===== src/rtl/param_master_port.sv =====
// Parametrised serial bus master port: arbitration, MSB-first address/data shifting, bursts, split wait.
// Optional NCK retry in the response phase is built when PARAM_MASTER_PORT_RETRY_EN is defined.
module param_master_port #(
  parameter int ADDR_W    = 16,
  parameter int DATA_W    = 8,
  parameter int LEN_W     = 3,
  parameter int SPLIT_TMO = 255
) (
  input  logic              clk,
  input  logic              reset,
  output logic              addr,
  output logic              wdata,
  input  logic              rdata,
  input  logic [1:0]        response,
  output logic              bus_req,
  input  logic              grant,
  output logic              util,
  output logic              addr_en,
  output logic              wdata_en,
  input  logic              req_valid,
  input  logic              req_write,
  input  logic [ADDR_W-1:0] req_addr,
  input  logic [LEN_W-1:0]  req_len,
  output logic              req_ready,
  input  logic [DATA_W-1:0] wr_data,
  output logic              wr_pop,
  output logic [DATA_W-1:0] rd_data,
  output logic              rd_valid,
  output logic              done,
  output logic              err,
  output logic [2:0]        state_dbg
);

  localparam int BIT_MAX = (ADDR_W > DATA_W) ? ADDR_W : DATA_W;
  localparam int CNT_W   = (BIT_MAX > 1) ? $clog2(BIT_MAX) : 1;
  localparam int TMO_W   = $clog2(SPLIT_TMO + 1);
  localparam logic [CNT_W-1:0] ADDR_LAST = CNT_W'(ADDR_W - 1);
  localparam logic [CNT_W-1:0] DATA_LAST = CNT_W'(DATA_W - 1);
  localparam logic [TMO_W-1:0] TMO_LAST  = TMO_W'(SPLIT_TMO);
  localparam logic [1:0] RSP_NCK = 2'b00, RSP_BUSY = 2'b01, RSP_OK = 2'b10, RSP_DONE = 2'b11;

  typedef enum logic [2:0] {S_IDLE, S_REQ, S_ADDR, S_RESP, S_DATA, S_FIN, S_SPLIT} state_t;

  state_t            state, state_nxt;
  logic              write_q, bus_own;
  logic [ADDR_W-1:0] addr_sr;
  logic [DATA_W-1:0] data_sr;
  logic [CNT_W-1:0]  bit_cnt;
  logic [LEN_W-1:0]  beat_cnt;
  logic [TMO_W-1:0]  tmo_cnt;

  logic accept, own_set, own_clr, sh_addr, sh_data, cnt_inc, cnt_clr;
  logic beat_end, beat_dec, tmo_clr, tmo_inc, retry_inc;

`ifdef PARAM_MASTER_PORT_RETRY_EN
  logic [1:0]        retry_cnt;
  logic [ADDR_W-1:0] addr_q;
`endif

  // Request handshake: a request transfers on a clk edge where req_valid and req_ready are both
  // high; req_ready is high exactly in IDLE, so requests made while busy are dropped, not queued.
  assign req_ready = (state == S_IDLE);
  assign bus_req   = (state == S_REQ);
  assign util      = bus_own;
  assign addr_en   = bus_own;
  assign wdata_en  = bus_own;
  assign addr      = (state == S_ADDR) ? addr_sr[ADDR_W-1] : 1'b0;
  assign wdata     = (state == S_DATA && write_q) ? data_sr[DATA_W-1] : 1'b0;
  assign state_dbg = state;

  // wr_pop, done and err fire in the cycle whose edge captures data or leaves the transfer.
  always_comb begin
    state_nxt = state;
    accept = 1'b0; own_set = 1'b0; own_clr = 1'b0; sh_addr = 1'b0; sh_data = 1'b0;
    cnt_inc = 1'b0; cnt_clr = 1'b0; beat_end = 1'b0; beat_dec = 1'b0;
    tmo_clr = 1'b0; tmo_inc = 1'b0; retry_inc = 1'b0;
    wr_pop = 1'b0; done = 1'b0; err = 1'b0;
    case (state)
      S_IDLE: if (req_valid) begin
        accept    = 1'b1;
        state_nxt = S_REQ;
      end
      S_REQ: if (grant) begin
        own_set   = 1'b1;
        state_nxt = S_ADDR;
      end
      S_ADDR: begin
        sh_addr = 1'b1;
        if (bit_cnt == ADDR_LAST) begin
          cnt_clr   = 1'b1;
          state_nxt = S_RESP;
        end else begin
          cnt_inc = 1'b1;
        end
      end
      S_RESP: case (response)
        RSP_OK: begin
          wr_pop    = write_q;
          state_nxt = S_DATA;
        end
        RSP_BUSY: begin
          own_clr   = 1'b1;
          tmo_clr   = 1'b1;
          state_nxt = S_SPLIT;
        end
        RSP_NCK: begin
          own_clr = 1'b1;
`ifdef PARAM_MASTER_PORT_RETRY_EN
          if (retry_cnt == 2'd2) begin
            err       = 1'b1;
            state_nxt = S_IDLE;
          end else begin
            retry_inc = 1'b1;
            state_nxt = S_REQ;
          end
`else
          err       = 1'b1;
          state_nxt = S_IDLE;
`endif
        end
        default: ;
      endcase
      S_DATA: begin
        sh_data = 1'b1;
        if (bit_cnt == DATA_LAST) begin
          beat_end = 1'b1;
          cnt_clr  = 1'b1;
          if (beat_cnt != '0) begin
            beat_dec = 1'b1;
            wr_pop   = write_q;
          end else begin
            state_nxt = S_FIN;
          end
        end else begin
          cnt_inc = 1'b1;
        end
      end
      S_FIN: begin
        if (response == RSP_DONE) begin
          done      = 1'b1;
          own_clr   = 1'b1;
          state_nxt = S_IDLE;
        end else if (response == RSP_NCK) begin
          err       = 1'b1;
          own_clr   = 1'b1;
          state_nxt = S_IDLE;
        end
      end
      S_SPLIT: begin
        own_set = grant;
        if (grant && response == RSP_OK) begin
          wr_pop    = write_q;
          state_nxt = S_DATA;
        end else if (tmo_cnt == TMO_LAST) begin
          err       = 1'b1;
          own_set   = 1'b0;
          own_clr   = 1'b1;
          state_nxt = S_IDLE;
        end else begin
          tmo_inc = 1'b1;
        end
      end
      default: state_nxt = S_IDLE;
    endcase
  end

  always_ff @(posedge clk) begin
    if (reset) begin
      state    <= S_IDLE;
      write_q  <= 1'b0;
      bus_own  <= 1'b0;
      addr_sr  <= '0;
      data_sr  <= '0;
      bit_cnt  <= '0;
      beat_cnt <= '0;
      tmo_cnt  <= '0;
      rd_data  <= '0;
      rd_valid <= 1'b0;
    end else begin
      state    <= state_nxt;
      rd_valid <= beat_end && !write_q;
      if (own_clr)      bus_own <= 1'b0;
      else if (own_set) bus_own <= 1'b1;
      if (accept) begin
        write_q  <= req_write;
        addr_sr  <= req_addr;
        beat_cnt <= req_len;
      end else begin
        if (sh_addr)  addr_sr  <= addr_sr << 1;
        if (beat_dec) beat_cnt <= beat_cnt - 1'b1;
`ifdef PARAM_MASTER_PORT_RETRY_EN
        if (retry_inc) addr_sr <= addr_q;
`endif
      end
      // A fresh write beat is loaded over the final shift of the previous one.
      if (wr_pop)       data_sr <= wr_data;
      else if (sh_data) data_sr <= write_q ? (data_sr << 1) : {data_sr[DATA_W-2:0], rdata};
      if (beat_end && !write_q) rd_data <= {data_sr[DATA_W-2:0], rdata};
      if (cnt_clr)      bit_cnt <= '0;
      else if (cnt_inc) bit_cnt <= bit_cnt + 1'b1;
      if (tmo_clr)      tmo_cnt <= '0;
      else if (tmo_inc) tmo_cnt <= tmo_cnt + 1'b1;
    end
  end

`ifdef PARAM_MASTER_PORT_RETRY_EN
  always_ff @(posedge clk) begin
    if (reset) begin
      retry_cnt <= '0;
      addr_q    <= '0;
    end else if (accept) begin
      retry_cnt <= '0;
      addr_q    <= req_addr;
    end else if (retry_inc) begin
      retry_cnt <= retry_cnt + 1'b1;
    end
  end
`endif

endmodule


===== config.mk =====
export PLATFORM = sky130hd
export DESIGN_NAME = param_master_port
export DESIGN_NICKNAME = d
export VERILOG_FILES = /design/src/rtl/param_master_port.sv
export SDC_FILE = /design/constraint.sdc
export NUM_CORES = 1
export LEC_CHECK = 0
export BUFFER_PORTS_ARGS = -buffer_cell sky130_fd_sc_hd__buf_2
export CORE_UTILIZATION = 40
export CTS_CLUSTER_SIZE = 10
export DETAILED_ROUTE_END_ITERATION = 8
export PLACE_DENSITY_LB_ADDON = 0.05
export SKIP_CTS_REPAIR_TIMING = 1
export SLEW_MARGIN = 5
export SYNTH_ARGS = -nofsm -noshare
export SYNTH_HDL_FRONTEND = slang
export SYNTH_SLANG_ARGS = --single-unit

===== constraint.sdc =====
create_clock -name clk -period 2.6 [get_ports clk]
set_input_delay 0.52 -clock clk [delete_from_list [all_inputs] [get_ports clk]]
set_output_delay 0.52 -clock clk [all_outputs]
set_load 0.005 [all_outputs]

==> results.toml <==
[grt]
antenna_found_initial = 0
grt_pass1_wl_mm = 9.149
grt_pass1_vias = 1912
grt_overflow = 0
grt_max_degree = 35
track_usage = 0.1768

[worst_setup_path]
cp_num_buf_inv = 2
max_stage_delay_ps = 450
crit_path_top_delay_cell = "or3b_1"
crit_arrival_ps = 1880
cp_cell_sequence = "or3b_1 > nor4_4 > o21ai_2 > inv_1 > buf_2"
crit_path_end_kind = "primary output"
reg2reg_from = "state_dbg[1]"
worst_r2r_path_depth = 6
cp.depth = 5
rrSetupSlack_ps = 650
regToRegEndpoint = "data_sr[1]"
required_ps = 2080
critPathMaxFanout = 12
path_class = "flip-flop to primary output"
crit_path_start_kind = "flip-flop"
crit_family = "simple AND/OR/NAND/NOR gates"

[placed_design]
post-dp-hpwl_mm = 4.001
portBuffers = 56
gp_congestion = 0.7768

[power_and_ir_drop]
p_total_mw = 2.138
p_sw_mw = 0.7102
p_sw_frac = 0.3322
total_leakage_power_nw = 1.281
pwr-share-seq = 0.472
p_int_mw = 1.428
powerDensity_nw_per_um2 = 702.0
peakVddDrop_v = 0.0004240
p_clk_frac = 0.222
combPwrFrac = 0.306

[drt]
drc = 0
drt_iter0_drc = 71
viasPerCell = 5.035
wl_mm = 5.594
ant_nets = 0
firstDrtPassIters = 4
avgRoutedWirePerCell_um = 13.22
vias = 2130

[sta]
finalCritPeriodShare = 0.9238
worst_pin_slew_ps = 580.8
maxSlewViolCount = 0
rsz0062_at_grt = "false"
slew_headroom = 0.6028
skew_ps = 5.125
finalSetupViolCount = 0
fmax_mhz = 416.3
hold_viol_final = 0
setup-tns-final_ps = 0
fin_crit_ps = 2402

[cells_and_area]
fin_util = 0.4824
num_antenna_cells = 0
multi_input_area_um2 = 1409
area_growth_pct = 17.02
final_nets = 390
regArea_um2 = 1061
nFillCells = 671
drive_gt1_frac = 0.2283

[floorplanning]
die-width_um = 82.66
ios = 57
rows = 29
dieArea_um2 = 6833
start_util = 0.4122
core_um2 = 6314
die_height_um = 82.66

[synth]
seq_area_frac_synth = 0.4077
avgSynthCellArea_um2 = 8.913
synthesis.area_um2 = 2602
synth_edf_count = 0
synth.distinct_cells = 44
synth_nets = 336
ys.flop_type = "dfxtp_1"
synth_cells = 292
synthArstFlopShare = 0
yosysWarnings = 0
ys_ff_latch = 53

[clocking]
path_clk_slew_ps = 90
htree_levels = 2
cts_root_buf = "clkbuf_8"
cts_made_buffers = 5
cts_tree = "built"
cts.sinks = 53
clockBufferDepth = 2
clk_latency_ps = 300

[worst_hold_path]
hold_class = "primary input to flip-flop"
min_path_cells = 3
worstHoldStart = "req_write"
hold_path_end = "write_q"

[job]
maxCapViolations = 0

[run_status]
status = "completed"
cells in the mapped netlist, types with 5 or more instances:
library cell   n  area (µm²)
nor3_1         7       35.03
a211oi_1      15       112.6
xnor2_1        7       61.31
a21oi_1       18       90.09
nand2_1       24       90.09
mux2i_1       32       320.3
ha_1           9       112.6
inv_1         11       41.29
dfxtp_1       53        1061
clkbuf_1       9       33.78
o21ai_0       12       60.06
nor2_1        38       142.6
xor2_1         5       43.79
cell usage in the layout (no fill, tap or decap), types with 2 or more instances in the layout:
cell	count
clkbuf_8	6
nand3_1	4
a211oi_1	15
nand3b_1	4
mux2i_1	32
and3_1	3
o21ai_2	2
nand2_1	24
o211ai_1	2
dfxtp_1	53
nor2_1	38
nand4_1	4
inv_1	11
o21ai_0	12
xnor2_1	7
nor3_1	6
buf_4	9
and2_1	2
xor2_1	5
ha_1	9
a21oi_1	18
buf_2	56
area by class of cell:
cell class,count,share of cell area
tap,77,0.03164
multi-input combinational,210,0.4626
clock inverter,1,0.002465
inverter,11,0.01356
timing repair buffer,65,0.1142
sequential,53,0.3484
clock buffer,6,0.02712
worst register-to-register path, stage by stage (launching register included):
cell	delay, ps
dfxtp_1	430
or3b_1	450
nor4_4	390
o21ai_2	140
buf_4	200
o21ai_0	180
a21oi_1	60
cells by family after synthesis:
kind of cell	count (synthesis)	synth area share
buf+inv	29	0.05529
compound gates	60	0.1510
xor+xnor	12	0.04038
mux	32	0.1231
fa+ha+maj	9	0.04327
flops	53	0.4077
simple gates	97	0.1793
metrics by stage:
| stage | area [µm²] | hold slack [ps] | std cells | setup slack, ps |
|---|---|---|---|---|
| 2_1_floorplan | 2603 | 453.6 | 292 | 393.3 |
| 3_3_place_gp | 2955 | 468.9 | 416 | 534.5 |
| 3_5_place_dp | 2955 | 473.0 | 416 | 484.1 |
| 4_1_cts | 3045 | 433.6 | 423 | 164.4 |
| 5_1_grt | 3045 | 445.2 | 423 | 43.00 |
| 6_report | 3045 | 444.2 | 423 | 198.1 |
worst max-delay path by stage:
stage	start	to	slack (ps)
floorplan	state_dbg[2]	wr_pop	390
global placement	state_dbg[1]	wr_pop	530
detailed placement	response[0]	state_dbg[2]	480
CTS	state_dbg[1]	wr_pop	160
global route	state_dbg[1]	wr_pop	40
finish	state_dbg[1]	wr_pop	200
power groups by stage:
stage | logic, mW | registers, mW | clock network (mW)
after detailed placement | 0.658 | 1.03 | 0
after global placement | 0.662 | 1.03 | 0
after floorplan | 0.509 | 0.997 | 0
after CTS | 0.666 | 1.01 | 0.498
after global routing | 0.742 | 1.03 | 0.529
final | 0.655 | 1.01 | 0.474
sequential cells by signal, indices dropped and copies added (netlist names):
signal	count
beat_cnt	3
state_dbg	3
rd_data	8
bit_cnt	4
write_q	1
addr_en	1
addr_sr	16
rd_valid	1
tmo_cnt	8
data_sr	8
metal layers:
metal	GRT usage	vias up	wire length, µm
li1	-	1135	-
met1	0.2458	953	2861
met2	0.2689	38	2443
met3	0.04945	4	241
met4	0.04138	0	48
met5	0	-	0
(Power assumes the default switching activity.)
